$ cat src/rtl/gpio_in_filter.sv
// GPIO input conditioning: two-flop synchronizer, divided-rate majority-free
// debounce (N consecutive equal samples), edge detection and sticky pending flags.
module gpio_in_filter #(
  parameter int WIDTH    = 32,
  parameter int FILT_LEN = 4,
  parameter int DIV_W    = 16
) (
  input  logic             HCLK,
  input  logic             HRESETn,
  input  logic [WIDTH-1:0] pin_in,
  input  logic [DIV_W-1:0] div_val,
  input  logic [WIDTH-1:0] rise_en,
  input  logic [WIDTH-1:0] fall_en,
  input  logic             clr_stb,
  input  logic [WIDTH-1:0] clr_mask,
  output logic [WIDTH-1:0] iData,
  output logic [WIDTH-1:0] pend,
  output logic             irq
);

  logic [WIDTH-1:0]                sync1;
  logic [WIDTH-1:0]                sync2;
  logic [DIV_W-1:0]                presc_cnt;
  logic                            tick;
  logic [WIDTH-1:0][FILT_LEN-1:0]  hist;
  logic [WIDTH-1:0][FILT_LEN-1:0]  hist_nxt;
  logic [WIDTH-1:0]                filt;
  logic [WIDTH-1:0]                filt_nxt;
  logic [WIDTH-1:0]                rise_det;
  logic [WIDTH-1:0]                fall_det;
  logic [WIDTH-1:0]                clr_vec;
  logic [WIDTH-1:0]                pend_nxt;

  always_ff @(posedge HCLK or negedge HRESETn) begin
    if (!HRESETn) begin
      sync1 <= '0;
      sync2 <= '0;
    end else begin
      sync1 <= pin_in;
      sync2 <= sync1;
    end
  end

  // >= rather than == so a div_val lowered below the running count wraps at once
  assign tick = (presc_cnt >= div_val);

  always_ff @(posedge HCLK or negedge HRESETn) begin
    if (!HRESETn) begin
      presc_cnt <= '0;
    end else if (tick) begin
      presc_cnt <= '0;
    end else begin
      presc_cnt <= presc_cnt + DIV_W'(1);
    end
  end

  always_comb begin
    hist_nxt = hist;
    filt_nxt = filt;
    for (int i = 0; i < WIDTH; i++) begin
      if (tick) begin
        hist_nxt[i] = {hist[i][FILT_LEN-2:0], sync2[i]};
        if (&hist_nxt[i]) begin
          filt_nxt[i] = 1'b1;
        end else if (~|hist_nxt[i]) begin
          filt_nxt[i] = 1'b0;
        end
      end
    end
  end

  assign rise_det = filt_nxt & ~filt;
  assign fall_det = ~filt_nxt & filt;
  assign clr_vec  = clr_stb ? clr_mask : '0;
  // Set wins over a simultaneous clear of the same bit
  assign pend_nxt = (pend & ~clr_vec) | (rise_det & rise_en) | (fall_det & fall_en);

  always_ff @(posedge HCLK or negedge HRESETn) begin
    if (!HRESETn) begin
      hist <= '0;
      filt <= '0;
      pend <= '0;
    end else begin
      hist <= hist_nxt;
      filt <= filt_nxt;
      pend <= pend_nxt;
    end
  end

  assign iData = filt;
  assign irq   = |pend;

endmodule

$ cat config.mk
export PLATFORM = sky130hd
export DESIGN_NAME = gpio_in_filter
export DESIGN_NICKNAME = d
export VERILOG_FILES = /design/src/rtl/gpio_in_filter.sv
export SDC_FILE = /design/constraint.sdc
export NUM_CORES = 1
export LEC_CHECK = 0
export CORE_MARGIN = 1
export CORE_UTILIZATION = 47
export DETAILED_ROUTE_END_ITERATION = 12
export GPL_TIMING_DRIVEN = 0
export PLACE_DENSITY = 0.77
export SLEW_MARGIN = 20
export SYNTH_ARGS = -nofsm -noshare
export SYNTH_HDL_FRONTEND = slang
export SYNTH_SLANG_ARGS = --single-unit
$ cat constraint.sdc
create_clock -name HCLK -period 2.25 [get_ports HCLK]
set_input_delay 0.225 -clock HCLK [delete_from_list [all_inputs] [get_ports HCLK]]
set_output_delay 0.225 -clock HCLK [all_outputs]
set_load 0.01 [all_outputs]
# Word-level counts from Yosys, hierarchy flattened
# Cells that the tools add are included.
# classes
n_addsub	1
n_lt_le_gt_ge	1
n_mux	98
bitwise	10
n_reduce_logical	65
# op_table
op	n
$and A32 B32 Y32	5
$reduce_and A4 Y1	32
$reduce_or A4 Y1	32
$mux W1	96
$not A32 Y32	3
$or A32 B32 Y32	2
$mux W32	1
$reduce_or A32 Y1	1
$add A16 B1 Y16 const B	1
$ge A16 B16 Y1	1
$mux W16	1
# totals
regBits	240
input_bits	147
wordCells	212

# Logic depth before layout (Yosys ltp)
# Gate-level depths: netlist (run 1).
# depth
ltp_word	8
mapped_depth	10
ltp_nobuf	7

# Worst setup path after synthesis (run 1)
# OpenSTA, ideal clock, no wires.
# synth_path
path_type	register to register
startpoint	reg presc_cnt[0]
endpoint	reg hist[0] in the netlist's numbering
arrival_ns	1.972
required_ns	2.125
setup_slack_ns	0.153
path_stages_with_launch	10
period_less_slack_ns	2.097
path_cell_list	dfrtp_1 > inv_1 > ha_1 > nand2b_1 > a2111oi_0 > nand4b_1 > nand2_1 > buf_6 > buf_6 > mux2_4
# synth_between
elab_chain_len	1
# synth_rtl
item	line_no	rtl
start, declared	23	logic [DIV_W-1:0] presc_cnt;
start signal, assigned	53	presc_cnt <= presc_cnt + DIV_W'(1);
$ge A16 B16 Y1	45	assign tick = (presc_cnt >= div_val);
end signal, assigned	84	hist <= hist_nxt;
end, declared	25	logic [WIDTH-1:0][FILT_LEN-1:0] hist;
# No other way between the ends.
# A chain may end at the register's enable or synchronous reset.

# Worst setup path after layout (run 1)
# layout_path
startpoint	reg presc_cnt[14]
endpoint	reg hist[21] in the netlist's numbering
# Same word-level chain as after synthesis.

==> run metrics, run 1 <==
Avg WL per Cell 18.5 um; Tcrit/Tclk final 1.05; top post-synthesis cells by area dfrtp_1 58%, mux2_4 15%, mux2_2 2.8%; largest area contributor in the netlist dfrtp_1; max-cap violation count 0; setup TNS -11.80 ns; Comb pwr share 0.347; Req. time, crit path 2.65 ns; Post-Syn Nets 931; Avg Inst Size Synth 13.6 um2; global-route wire length before repair 38400 um; DIE HEIGHT 151 um; antenna violations before repair 2; Pre-Repair DR Iteration Count 4; vias in the first global route 7462; Post-Route WL 24900 um; commonest non-fill, non-tap cell in the layout dfrtp_1; I/O pin cnt 212; starting DRC count in detailed routing 309; Max VDD drop 0.575 mV; gpl congestion 0.801; Syn Inst Count 767; Buf/Inv on CP 4; RSZ-0062 raised after global routing yes; core area 0.0218 mm2; grt ovf 0; DIE WIDTH 151 um; CP startpoint kind flip-flop; Setup CP Type flip-flop to flip-flop; H-tree Lvls 1; HPWL after DPL 16200 um; Post-Route Utilization 0.676; DR vias 7301; nets 1211; FMAX 422 MHz; outcome finished with violations; Crit. End Element flip-flop; PnR Total Power 17.3 mW; DR vias/cell 5.43; die footprint 0.0228 mm2; initial core utilization 0.478; critical path's top delay family buffers and inverters; register area share after synthesis 0.576; CP max FO 5; Sw Share 0.304; Worst Max-Slew Pin Slew 0.723 ns; Seq pwr share 0.403; clk_lat worst skew 0.51 ns; setup violators final 169; CTS Sinks 240; Root Buffer clkbuf_16; Rows 54; Area Overhead vs Synth 41.4%; Clk pwr share 0.250; setup ws final -0.121 ns; clock buffer depth 3; leak pwr 6.42 nW; Net Switching 5.25 mW; max incr delay on CP 0.38 ns; area of the mapped netlist 0.0104 mm2; Final Slew Violations 0; post-route ant nets 0; failing checks negative setup slack; clk slew on worst S/H paths 0.06 ns; Int Power 12.0 mW; distinct cell type count after synthesis 33; Clock Skews 0.00757 ns; Synth warnings 0; Arr. time, crit path 2.77 ns; most frequent cells in the layout 237 x dfrtp_1, 209 x clkdlybuf4s50_1, 102 x mux2_4; Tmin final 2.37 ns; port buffer count 211; worst min path class input port to flip-flop; clock buffer count from CTS 26; Final Hold Fails 0; Rel. slew slack 0.518; top cell type's share of synthesized area 0.576; Yosys reg bits 240; Pwr Density 1170 mW/mm2; CTS tree built; largest net degree at the start of global routing 87; share of layout cells above drive strength 1 0.273; # diodes 0; Total GRT Usage 0.216; hold_ws 0.144 ns; Crit-path slowest cell dfrtp_1; drc violations 0; CP Cell Sequence ha_1 -> nand4_1 -> nor3_4 -> buf_6 -> a221oi_4 -> nand2_4 -> buf_4 -> buf_12 -> clkbuf_16 -> mux2_4
-- cells in the mapped netlist (all sizes together) --
cell type,count
mux2i,2
a22o,32
o21ai,4
nand2b,4
nand4,6
clkbuf,3
nand4b,1
inv,19
xor2,10
or2,1
a31o,30
a31oi,32
a221oi,1
buf,19
a2111oi,1
and4,3
a41oi,1
or3,32
xnor2,4
mux2,128
nand2,42
nor2,50
dfrtp,240
a21oi,37
nor3,2
nand3,7
ha,17
nor4,8
nor4b,30
and3,1
-- layer usage --
metal	GRT usage	wire length, um	vias to the layer above
met1	0.296	11000	3624
met3	0.0428	1600	46
met2	0.354	11700	221
li1	-	-	3406
met5	0	26	-
met4	0.0485	522	4
-- layout make-up --
type / count / area (um2)
well taps: 280 / 350
repair buffers: 253 / 2720
clock inverters: 7 / 92.6
inverters: 19 / 71.3
flip-flops and latches: 240 / 6010
fillers: 1550 / 7070
plain buffers: 21 / 342
multi-input cells: 486 / 4380
clock buffers: 38 / 797
-- power by group through the flow --
stage / sequential, mW / clock, mW / combinational, mW
final: 6.95 / 4.32 / 5.99
after global routing: 7.16 / 4.59 / 6.49
after CTS: 6.92 / 4.44 / 5.72
after detailed placement: 6.97 / 0 / 5.25
after global placement: 6.91 / 0 / 5.08
after floorplan: 6.76 / 0 / 3.41
-- path summary, 6_finish.rpt --
| path | start | to | slack [ns] | cells after the start |
|---|---|---|---|---|
| max | presc_cnt[14] | hist[21] | -0.12 | 10 |
| min | pin_in[22] | sync1[22] | 0.14 | 1 |
| max reg2reg | presc_cnt[14] | hist[21] | -0.12 | 10 |
| min reg2reg | sync1[31] | sync2[31] | 0.34 | 0 |
| max in group asynchronous | HRESETn | presc_cnt[10] | 1.14 | 3 |
| min in group asynchronous | HRESETn | pend[20] | 0.26 | 2 |
-- flip-flops by register name, indices dropped and copies added, names as in the netlist --
signal	count
hist	96
iData	32
pend	32
presc_cnt	16
sync1	32
sync2	32
-- timing repair --
item,in CTS,in global routing
buffers inserted,15,13
endpoints found under the hold margin,74,0
hold buffers,1,0
gates resized for setup,70,29
endpoints found under the setup margin,176,172
gates cloned,5,7
pin swaps,9,9
-- per-stage QoR --
step / cells / cell area [um2] / setup slack [ns]
CTS: 1326 / 14400 / -0.0886
finish: 1344 / 14800 / -0.121
global placement: 1258 / 12900 / -9.14
detailed placement: 1260 / 13000 / -0.618
global route: 1344 / 14800 / -0.207
floorplan: 767 / 10400 / 0.153
-- kinds of logic (layout without fill, tap and decap cells) --
group / count (synthesis) / after routing / share of synthesized area
adder cells (fa/ha/maj): 17 / 17 / 0.0204
multiplexers: 130 / 130 / 0.177
XOR/XNOR: 14 / 14 / 0.0117
AO/OA/AOI/OAI: 138 / 138 / 0.0940
AND/OR/NAND/NOR: 187 / 187 / 0.0971
buffers and inverters: 41 / 338 / 0.0245
flip-flops: 240 / 240 / 0.576
Note: power is estimated with default switching activity, not from simulation.
==> inputs of run 2 (changes only) <==
Settings changed: ABC_AREA set to 0, CAP_MARGIN set to 15.
==> results of run 2 <==
Same layout as run 1: the final DEF is identical, and so are final timing and power.
==> inputs of run 3 (changes only) <==
==> constraint.sdc (replaced) <==
create_clock -name HCLK -period 2.25 [get_ports HCLK]
set_input_delay 0.675 -clock HCLK [delete_from_list [all_inputs] [get_ports HCLK]]
set_output_delay 0.675 -clock HCLK [all_outputs]
set_load 0.01 [all_outputs]
==> run metrics, run 3 (synthesis results as in run 1) <==
Final Slew Violations 0 (unchanged); die footprint 0.0228 mm2 (unchanged); Avg WL per Cell 18.8 um (was 18.5 um); R2R Setup Slk -0.12 ns (about the same); clock buffer depth 3 (unchanged); Pwr Density 1170 mW/mm2 (about the same); r2r worst-path depth 9 (was 10); Sw Share 0.307 (was 0.304); Post-DP Area 0.0132 mm2 (was 0.0130 mm2); grt ovf 0 (unchanged); Setup CP Type flip-flop to output port (was flip-flop to flip-flop); Max VDD drop 0.586 mV (was 0.575 mV); DR vias/cell 5.45 (was 5.43); Crit-path slowest cell dfrtp_1 (unchanged); gpl congestion 0.752 (was 0.801); worst min path class input port to asynchronous set/reset pin (was input port to flip-flop); RSZ-0062 raised after global routing yes (unchanged); HPWL after DPL 16000 um (was 16200 um); Seq pwr share 0.396 (was 0.403); setup violators final 160 (was 169); largest reg by FF count hist (unchanged); Int Power 12.3 mW (was 12.0 mW); Tmin final 2.77 ns (was 2.37 ns); antenna violations before repair 1 (was 2); clk slew on worst S/H paths 0.06 ns (about the same); Post-Route WL 25500 um (was 24900 um); core area 0.0218 mm2 (unchanged); critical path depth in cells 4 (was 10); commonest non-fill, non-tap cell in the layout dfrtp_1 (unchanged); Rel. slew slack 0.481 (was 0.518); CTS Sinks 240 (unchanged); Req. time, crit path 1.57 ns (was 2.65 ns); outcome finished with violations (unchanged); max reg flops 96 (unchanged); nets 1217 (was 1211); Buf/Inv on CP 1 (was 4); most frequent cells in the layout 219 x dfrtp_1, 191 x clkdlybuf4s50_1, 128 x mux2_4 (was 237 x dfrtp_1, 209 x clkdlybuf4s50_1, 102 x mux2_4); CTS tree built (unchanged); initial core utilization 0.478 (unchanged); Arr. time, crit path 2.09 ns (was 2.77 ns); share of layout cells above drive strength 1 0.307 (was 0.273); post-route ant nets 0 (unchanged); leak pwr 6.66 nW (was 6.42 nW); Critical R2R Launch presc_cnt[15] (was presc_cnt[14]); max incr delay on CP 0.41 ns (was 0.38 ns); CP Cell Sequence nor4_4 -> nand4_1 -> or2_4 -> buf_6 (was ha_1 -> nand4_1 -> nor3_4 -> buf_6 -> a221oi_4 -> nand2_4 -> buf_4 -> buf_12 -> clkbuf_16 -> mux2_4); port buffer count 211 (unchanged); starting DRC count in detailed routing 268 (was 309); Total GRT Usage 0.220 (was 0.216); Root Buffer clkbuf_16 (unchanged); global-route wire length before repair 38800 um (was 38400 um); DIE WIDTH 151 um (unchanged); Pre-Repair DR Iteration Count 4 (unchanged); Worst Max-Slew Pin Slew 0.779 ns (was 0.723 ns); Final Hold Fails 0 (unchanged); max-cap violation count 0 (unchanged); vias in the first global route 7288 (was 7462); DIE HEIGHT 151 um (unchanged); CP max FO 2 (was 5); setup ws final -0.517 ns (was -0.121 ns); H-tree Lvls 1 (unchanged); Crit. End Element output port (was flip-flop); Area Overhead vs Synth 45.7% (was 41.4%); failing checks negative setup slack (unchanged); DR vias 7371 (was 7301); critical path's top delay family simple AND/OR/NAND/NOR gates (was buffers and inverters); clk_lat worst skew 0.52 ns (was 0.51 ns); Tcrit/Tclk final 1.23 (was 1.05); Net Switching 5.45 mW (was 5.25 mW); Rows 54 (unchanged); clock buffer count from CTS 26 (unchanged); FMAX 361 MHz (was 422 MHz); Final Cell Area 0.0152 mm2 (was 0.0148 mm2); Clock Skews 0.0129 ns (was 0.00757 ns); largest net degree at the start of global routing 82 (was 87); drc violations 0 (unchanged); I/O pin cnt 212 (unchanged); Comb pwr share 0.360 (was 0.347); CP startpoint kind flip-flop (unchanged); FF-to-FF End hist[30] (was hist[21]); Clk pwr share 0.244 (was 0.250); setup TNS -19.64 ns (was -11.80 ns); # diodes 0 (unchanged)
run 3: cell count changes in the layout (fill, tap and decap cells not counted), sizes merged:
cell	delta
buf	+8
clkdlybuf4s50	-18
clkdlybuf4s15	+1
clkinv	+5
dlymetal6s2s	+3
dlygate4sd2	+14
clkbuf	-3
dlygate4sd3	-1
run 3: worst max path at each step:
stage,from,endpoint
2_1_floorplan,div_val[0],hist[0]
3_3_place_gp,HRESETn,pend[5]
3_5_place_dp,div_val[15],presc_cnt[7]
4_1_cts,pend[2],irq
5_1_grt,pend[2],irq
6_report,pend[2],irq
run 3: metal layers:
metal	GRT usage	up-vias	wire length (um)
li1	-	3423	-
met1	0.310	3703	11500
met2	0.353	205	12100
met3	0.0355	38	1370
met4	0.0625	2	534
met5	0	-	11
run 3: area by class of cell:
cell class	count	area, um2
Fill cell	1514	6620
Sequential cell	240	6030
Multi-Input combinational cell	486	4510
Timing Repair Buffer	259	2990
Clock buffer	36	769
Buffer	21	364
Tap cell	280	350
Clock inverter	12	118
Inverter	19	71.3
run 3: stage by stage:
stage | util | std cells | total power [mW] | hold WS, ns | setup WS [ns]
2_1_floorplan | - | 767 | 10.3 | 0.331 | -0.0190
3_3_place_gp | 0.600 | 1258 | 12.1 | 0.331 | -9.60
3_5_place_dp | 0.604 | 1261 | 12.3 | 0.335 | -0.873
4_1_cts | 0.677 | 1335 | 17.3 | 0.00642 | -0.499
5_1_grt | 0.697 | 1353 | 18.7 | 0.0167 | -0.554
6_report | 0.697 | 1353 | 17.7 | 0.0152 | -0.517
run 3: power groups by stage:
| stage | registers (mW) | clock network, mW | logic (mW) |
|---|---|---|---|
| detailed placement | 6.98 | 0 | 5.36 |
| finish | 7.04 | 4.33 | 6.38 |
| CTS | 6.94 | 4.41 | 6.00 |
| global route | 7.22 | 4.59 | 6.89 |
| global placement | 6.93 | 0 | 5.19 |
| floorplan | 6.77 | 0 | 3.54 |
run 3: timing repair:
item	in CTS	in global routing
hold buffers	0	0
setup endpoints to repair	178	183
cloned	14	6
gates resized for setup	76	76
pin swaps	22	13
buffers inserted	12	15
